### src/rtl/mio_clk_gen.sv
// mio_clk_gen: glitch-free programmable clock divider.
// Produces a registered clock with period N and high time H (in clk cycles),
// reconfigurable through a valid/ready port. New settings only land on a
// launch edge (leaving IDLE or LOW->HIGH), so every period is whole.
module mio_clk_gen #(
   parameter int unsigned DIV_W    = 8,
   parameter int unsigned DEF_DIV  = 2,
   parameter int unsigned DEF_HIGH = 1
) (
   input  logic             clk,
   input  logic             reset_n,
   input  logic             en,
   input  logic             cfg_valid,
   output logic             cfg_ready,
   input  logic [DIV_W-1:0] cfg_div,
   input  logic [DIV_W-1:0] cfg_high,
   output logic             cfg_err,
   output logic             clk_o,
   output logic             active,
   output logic             edge_rise,
   output logic             edge_fall
);

   localparam logic [DIV_W-1:0] DefDiv  = DIV_W'(DEF_DIV);
   localparam logic [DIV_W-1:0] DefHigh = DIV_W'(DEF_HIGH);
   localparam logic [DIV_W-1:0] One     = DIV_W'(1);
   localparam logic [DIV_W-1:0] Two     = DIV_W'(2);

   typedef enum logic [1:0] {StIdle, StHigh, StLow} state_e;

   state_e           state_q, state_d;
   logic [DIV_W-1:0] div_q, div_d;
   logic [DIV_W-1:0] high_q, high_d;
   logic [DIV_W-1:0] pdiv_q, pdiv_d;
   logic [DIV_W-1:0] phigh_q, phigh_d;
   logic             pend_q, pend_d;
   logic [DIV_W-1:0] cnt_q, cnt_d;
   logic             clk_q, clk_d;
   logic             rise_q, rise_d;
   logic             fall_q, fall_d;
   logic             err_q, err_d;

   logic             cfg_xfer;
   logic             cfg_legal;
   logic             launch;
   logic [DIV_W-1:0] low_len;

   // Next-state: phase counting, launch/config apply, handshake bookkeeping.
   always_comb begin
      state_d  = state_q;
      div_d    = div_q;
      high_d   = high_q;
      pdiv_d   = pdiv_q;
      phigh_d  = phigh_q;
      pend_d   = pend_q;
      cnt_d    = cnt_q;
      launch   = 1'b0;

      cfg_xfer  = cfg_valid && !pend_q;
      cfg_legal = (cfg_div >= Two) && (cfg_high != '0) && (cfg_high < cfg_div);
      // Legality guarantees this never underflows.
      low_len   = div_q - high_q;

      unique case (state_q)
         StIdle: begin
            if (en) launch = 1'b1;
         end
         StHigh: begin
            if (cnt_q == high_q) begin
               state_d = StLow;
               cnt_d   = One;
            end else begin
               cnt_d = cnt_q + One;
            end
         end
         StLow: begin
            if (cnt_q == low_len) begin
               if (en) begin
                  launch = 1'b1;
               end else begin
                  state_d = StIdle;
                  cnt_d   = '0;
               end
            end else begin
               cnt_d = cnt_q + One;
            end
         end
         default: begin
            state_d = StIdle;
            cnt_d   = '0;
         end
      endcase

      // A launch consumes only config that was pending before this edge.
      if (launch) begin
         state_d = StHigh;
         cnt_d   = One;
         if (pend_q) begin
            div_d  = pdiv_q;
            high_d = phigh_q;
            pend_d = 1'b0;
         end
      end

      // cfg_xfer implies pend_q was clear, so this never collides with a consume.
      if (cfg_xfer && cfg_legal) begin
         pend_d  = 1'b1;
         pdiv_d  = cfg_div;
         phigh_d = cfg_high;
      end

      err_d  = cfg_xfer && !cfg_legal;
      clk_d  = (state_d == StHigh);
      rise_d = (state_d == StHigh) && (state_q != StHigh);
      fall_d = (state_q == StHigh) && (state_d == StLow);
   end

   // State and registered outputs; reset forces the clock low at once.
   always_ff @(posedge clk or negedge reset_n) begin
      if (!reset_n) begin
         state_q <= StIdle;
         div_q   <= DefDiv;
         high_q  <= DefHigh;
         pdiv_q  <= DefDiv;
         phigh_q <= DefHigh;
         pend_q  <= 1'b0;
         cnt_q   <= '0;
         clk_q   <= 1'b0;
         rise_q  <= 1'b0;
         fall_q  <= 1'b0;
         err_q   <= 1'b0;
      end else begin
         state_q <= state_d;
         div_q   <= div_d;
         high_q  <= high_d;
         pdiv_q  <= pdiv_d;
         phigh_q <= phigh_d;
         pend_q  <= pend_d;
         cnt_q   <= cnt_d;
         clk_q   <= clk_d;
         rise_q  <= rise_d;
         fall_q  <= fall_d;
         err_q   <= err_d;
      end
   end

   assign cfg_ready = !pend_q;
   assign cfg_err   = err_q;
   assign clk_o     = clk_q;
   assign active    = (state_q != StIdle);
   assign edge_rise = rise_q;
   assign edge_fall = fall_q;

endmodule

### config.mk
export PLATFORM = sky130hd
export DESIGN_NAME = mio_clk_gen
export DESIGN_NICKNAME = d
export VERILOG_FILES = /design/src/rtl/mio_clk_gen.sv
export SDC_FILE = /design/constraint.sdc
export NUM_CORES = 1
export LEC_CHECK = 0
export ABC_AREA = 1
export BUFFER_PORTS_ARGS = -buffer_cell sky130_fd_sc_hd__buf_4
export CORE_MARGIN = 4
export CORE_UTILIZATION = 60
export DETAILED_ROUTE_END_ITERATION = 12
export GPL_TIMING_DRIVEN = 1
export HOLD_SLACK_MARGIN = 0.05
export PLACE_DENSITY = 0.78
export REMOVE_ABC_BUFFERS = 1
export SYNTH_ARGS = -nofsm -noshare
export SYNTH_HDL_FRONTEND = slang
export SYNTH_SLANG_ARGS = --single-unit
### constraint.sdc
create_clock -name clk -period 2.6 [get_ports clk]
set_clock_uncertainty 0.05 [all_clocks]
set_input_delay 0.39 -clock clk [delete_from_list [all_inputs] [get_ports clk]]
set_output_delay 0.39 -clock clk [all_outputs]
set_load 0.05 [all_outputs]
# After elaboration in Yosys (flattened, before gate mapping)
# Index checks and enable logic that the tools add are counted.
word_totals:
  reg_bits: 47
  latch_bits: 0
  mem_bits_rw: 0
  mem_bits_ro: 0
  out_inout_bits: 6
  memories: 0
classes:
  add_sub_neg: 2
  n_mul: 0
  div_mod_pow: 0
  magnitude_cmp: 2
  eq_ne: 9
  shifts: 0
  mux: 15
  bitwise: 0
  n_reduce_logical: 15
op_table:
  columns: ["operator", "n"]
  rows:
  - ["8-bit two-way mux", 4]
  - ["8-bit case mux with 3 select lines", 1]
  - ["8-bit equality test", 2]
  - ["8-bit by 1-bit adder with 8-bit output, second input constant", 1]
  - ["8-bit by 2-bit >= comparator with 1-bit output, second input constant", 1]
  - ["8-bit less-than comparator", 1]
  - ["2-bit two-way mux", 4]
  - ["8-bit nonzero test", 1]
  - ["8-bit subtractor", 1]
  - ["1-bit logical AND", 7]
  - ["2-bit case mux with 3 select lines", 1]
  - ["2-bit by 1-bit equality test with 1-bit output, second input constant", 2]
  - ["2-bit equality test, second input constant", 2]
  - ["1-bit two-way mux", 4]
  - ["4-bit != test, second input constant", 1]
  - ["2-bit AND reduction", 2]
  - ["2-bit nonzero test", 2]
  - ["1-bit logical NOT", 2]
  - ["2-bit logical NOT", 1]
  - ["2-bit by 1-bit != test with 1-bit output, second input constant", 1]
  - ["2-bit != test, second input constant", 1]
  - ["1-bit case mux with 2 select lines", 1]

# Longest topological paths before layout
depth:
  ltp_word: 7
  depth_mapped: 18
  depth_no_buf: 18

# Least setup slack after synthesis
# Ideal clock, no wire load.
synth_path:
  path_type: "register -> register"
  start: "register high_q[0]"
  end: "register high_q[2]"
  setup_ns: 0.118
  arrival_time_ns: 2.070
  required_ns: 2.432
  slack_ns: 0.362
  path_stages_with_launch: 13
  synth_period_minus_slack_ns: 2.238
  path_cell_list: "dfstp_2 > ha_1 > fa_1 > xnor2_1 > nor2_1 > nand3_1 > nor2_2 > nand4_1 > nand2_2 > nand2_4 > buf_6 > nor2_2 > a21oi_2"
synth_via:
  elab_chain_len: 5
synth_lines:
  columns: ["element", "line_no", "rtl"]
  rows:
  - ["from (decl)", "33", "logic [DIV_W-1:0] high_q, high_d;"]
  - ["from (signal assigned)", "123", "high_q <= DefHigh;"]
  - ["from (signal assigned)", "135", "high_q <= high_d;"]
  - ["8-bit subtractor", "62", "low_len = div_q - high_q;"]
  - ["8-bit equality test", "77", "if (cnt_q == low_len) begin"]
  - ["1-bit two-way mux", "77", null]
  - ["1-bit case mux with 2 select lines", "64", "unique case (state_q)"]
  - ["2-bit AND reduction (no source line)", null, null]
# Every way passes these cells.
# A chain may end at the register's enable or synchronous reset.

# Worst setup path in the final report
layout_path:
  start: "register high_q[0]"
  end: "register div_q[5]"
layout_via:
  elab_chain_len: 5
layout_lines:
  columns: ["element", "line_no", "rtl"]
  rows:
  - ["8-bit subtractor", "62", null]
  - ["8-bit equality test", "77", null]
  - ["1-bit two-way mux", "77", null]
  - ["1-bit case mux with 2 select lines", "64", null]
  - ["2-bit AND reduction (no source line)", null, null]
  - ["to (signal assigned)", "122", "div_q <= DefDiv;"]
  - ["to (signal assigned)", "134", "div_q <= div_d;"]
  - ["to (decl)", "32", "logic [DIV_W-1:0] div_q, div_d;"]
# Every way passes these cells.

==> impl_metrics.json <==
{
  "area_share_of_the_leading_cell_type_in_the_synthesized_netlist_pct": 36.9,
  "place.gp.congestion": 0.872,
  "synth.yosys.warnings": 0,
  "detailedPlace.worstSlack_ps": 97.3,
  "cts_made_buffers": 5,
  "maximum_number_of_pins_on_one_net_before_global_route_repair": 48,
  "maxCapViolations": 0,
  "cts.sink_count": 47,
  "power.density_cell_area_nw_per_um2": 1140,
  "min_period_ps": 2460,
  "coreArea_um2": 4720,
  "report.final.hold_viol_count": 0,
  "achievable-frequency_mhz": 407,
  "min_path_type": "input port to async pin",
  "cts.root.buffer_cell": "sky130_fd_sc_hd__clkbuf_8",
  "final_net_count": 425,
  "synth.most_common_cell": "sky130_fd_sc_hd__nand2_1",
  "slowest_stage": "sky130_fd_sc_hd__dfstp_2",
  "via_count_of_the_first_global_routing_pass": 2344,
  "post_synth_inst_count": 359,
  "drive_gt1_share_pct": 20.5,
  "synth_common_cells": "sky130_fd_sc_hd__nand2_1, sky130_fd_sc_hd__inv_1, sky130_fd_sc_hd__dfrtp_1",
  "grtUsageTotal_pct": 20.7,
  "detail_route.drc_violations": 0,
  "end_kind": "flop",
  "synthesis.area_um2": 2920,
  "rows": 25,
  "initial_core_util_pct": 61.7,
  "wl_per_cell_um": 12.8,
  "antenna_cells_inserted": 0,
  "cp_cell_sequence": "ha_1 > fa_1 > xnor2_1 > nor2_1 > nand3_1 > nor2_2 > nand4_1 > nand2_4 > nand2_4 > nand2_1 > nand2_1",
  "leakage_nw": 1.70,
  "grt-ovfl-total": 0,
  "ctsHoldBuffers": 0,
  "postSynth.topFlopCell": "sky130_fd_sc_hd__dfrtp_1",
  "critPathMaxFanout": 12,
  "worst-slew-pin-transition_ps": 596,
  "postLayoutSetupSlackWorst_ps": 144,
  "status": "complete, no violations",
  "largest_stage_delay_worst_path_ps": 570,
  "nFillCells": 404,
  "synth_cell_type_count": 33,
  "report.power.total_mw": 3.73,
  "criticalPathCategory": "flop to flop",
  "die_height_um": 77.7,
  "yosys-top-cells-area": "sky130_fd_sc_hd__dfrtp_1, sky130_fd_sc_hd__nand2_1, sky130_fd_sc_hd__ha_1",
  "grt_antenna_before_repair": 0,
  "worstReg2RegStart": "high_q[0]$_DFFE_PN1P_",
  "cts_htree_levels": 2,
  "avgSynthCellArea_um2": 8.12,
  "ant_nets": 0,
  "port-buffer-count": 25,
  "synth-edff-count": 0,
  "drt_wl_total_um": 5800,
  "chipWidth_um": 77.7,
  "drtPass1Iterations": 4,
  "clockBufferDepth": 2,
  "tritoncts_clock_tree": "yes",
  "layout_worst_path_cycle_share_pct": 94.4,
  "synth_seq_area_share_pct": 40.5,
  "critPathRequiredTime_ps": 2740,
  "synth_area_leader_cell": "sky130_fd_sc_hd__dfrtp_1",
  "clk_transition_reported_paths_ps": 90,
  "ys_async_sr_fraction_pct": 100,
  "routed_via_density": 5.30,
  "fp.dieArea_um2": 6040,
  "ys_ff_latch": 47,
  "detailedRoute.firstIterationViolations": 72,
  "worst_setup_path_startpoint": "high_q[0]$_DFFE_PN1P_",
  "hpwl_um": 4360,
  "num_vias": 2402,
  "max-vdd-ir-drop_uv": 655,
  "finalSetupViolCount": 0,
  "relSlewSlack_pct": 60.3,
  "worstSkewPairLatency_ps": 300,
  "syn2layout_area_growth_pct": 12.4,
  "global_route_wire_length_before_repair_um": 10100,
  "finalMaxSlewViolations": 0,
  "worst_ep_arrival_time_ps": 2600,
  "setup.worst_path.start_class": "flop",
  "floorplan.io_pins": 26
}
metrics by stage:
step           hold slack (ps)  cell area, µm²  TNS, ps  util (%)  std cells
3_3_place_gp               387            3140        0      66.4        444
6_report                  43.1            3280        0      69.4        453
4_1_cts                   65.4            3230        0      68.4        452
3_5_place_dp               385            3140        0      66.4        444
5_1_grt                   79.9            3280    -54.8      69.4        453
2_1_floorplan             44.4            2840        0         -        349
registers in the layout, indices dropped and copies added, names as in the netlist:
| signal | cells |
|---|---|
| clk_o | 1 |
| pend_q | 1 |
| div_q | 8 |
| pdiv_q | 8 |
| phigh_q | 8 |
| edge_rise | 1 |
| cnt_q | 8 |
| high_q | 8 |
| cfg_err | 1 |
| edge_fall | 1 |
| state_q | 2 |
critical path, delay by kind of cell, from the launching register on:
| kind | cells | cell delay (ps) |
|---|---|---|
| flops | 1 | 570 |
| xor+xnor | 1 | 140 |
| fa+ha+maj | 2 | 640 |
| simple gates | 8 | 950 |
power by group:
part | leakage, nW | switching, mW | internal (mW)
clock network | 0.0484 | 0.240 | 0.218
registers | 0.577 | 0.245 | 1.04
logic | 1.08 | 1.23 | 0.759
repair_timing:
action,4_1_cts,5_1_grt
endpoints found under the setup margin,0,21
setup buffers,0,0
resized for setup,0,11
endpoints found under the hold margin,0,0
area by class of cell:
class	instances	area [µm²]	share of cell area, %
clock buffers	7	86.3	2.63
clock inverters	1	8.76	0.267
inverters	55	206	6.30
multi-input cells	248	1500	45.7
flip-flops and latches	47	1180	36.0
well taps	67	83.8	2.56
repair buffers	28	214	6.53
placed cells by master (no fill, tap or decap), types with 4 or more instances in the layout:
| master | netlist | routed |
|---|---|---|
| sky130_fd_sc_hd__a21oi_1 | 11 | 11 |
| sky130_fd_sc_hd__a21oi_2 | 6 | 6 |
| sky130_fd_sc_hd__buf_4 | 3 | 27 |
| sky130_fd_sc_hd__clkbuf_8 | 0 | 6 |
| sky130_fd_sc_hd__dfrtp_1 | 43 | 43 |
| sky130_fd_sc_hd__dfstp_2 | 4 | 4 |
| sky130_fd_sc_hd__ha_1 | 19 | 19 |
| sky130_fd_sc_hd__inv_1 | 50 | 49 |
| sky130_fd_sc_hd__inv_2 | 5 | 6 |
| sky130_fd_sc_hd__mux2_2 | 5 | 5 |
| sky130_fd_sc_hd__nand2_1 | 85 | 83 |
| sky130_fd_sc_hd__nand2_2 | 3 | 4 |
| sky130_fd_sc_hd__nand3_1 | 27 | 27 |
| sky130_fd_sc_hd__nand4_1 | 5 | 5 |
| sky130_fd_sc_hd__nor2_1 | 21 | 16 |
| sky130_fd_sc_hd__nor2_2 | 4 | 9 |
| sky130_fd_sc_hd__nor3_1 | 4 | 4 |
| sky130_fd_sc_hd__nor4_1 | 4 | 4 |
| sky130_fd_sc_hd__o21ai_0 | 14 | 14 |
| sky130_fd_sc_hd__o21ai_1 | 5 | 5 |
| sky130_fd_sc_hd__xnor2_1 | 10 | 10 |
| sky130_fd_sc_hd__xor2_1 | 9 | 9 |
logic make-up after synthesis:
logic type | count (synthesis) | share of synthesized area [%]
AOI/OAI and AO/OA | 43 | 8.79
xor gates and xnor gates | 19 | 5.71
adders and majority gates | 20 | 8.84
buffers and inverters | 65 | 9.61
DFF | 47 | 40.5
muxes | 5 | 1.93
and+or+nand+nor | 160 | 24.6
per-layer routing:
| layer | GRT usage, % | vias up | wire length, µm |
|---|---|---|---|
| li1 | - | 1201 | - |
| met1 | 24.5 | 1125 | 2490 |
| met2 | 36.9 | 64 | 2930 |
| met3 | 4.06 | 12 | 273 |
| met4 | 7.47 | 0 | 108 |
| met5 | 0 | - | 0 |
path summary, 6_finish.rpt:
path / slack, ps / depth (start not counted) / end
max in group asynchronous: 2060 / 1 / pend_q$_DFFE_PN0P_
max: 140 / 11 / div_q[5]$_DFFE_PN0P_
min: 40 / 1 / state_q[0]$_DFF_PN0_
min in group clk: 290 / 2 / phigh_q[7]$_DFFE_PN0P_
min reg2reg: 440 / 2 / div_q[5]$_DFFE_PN0P_
max reg2reg: 140 / 11 / div_q[5]$_DFFE_PN0P_
No activity file was read; power rests on OpenSTA's default activity.
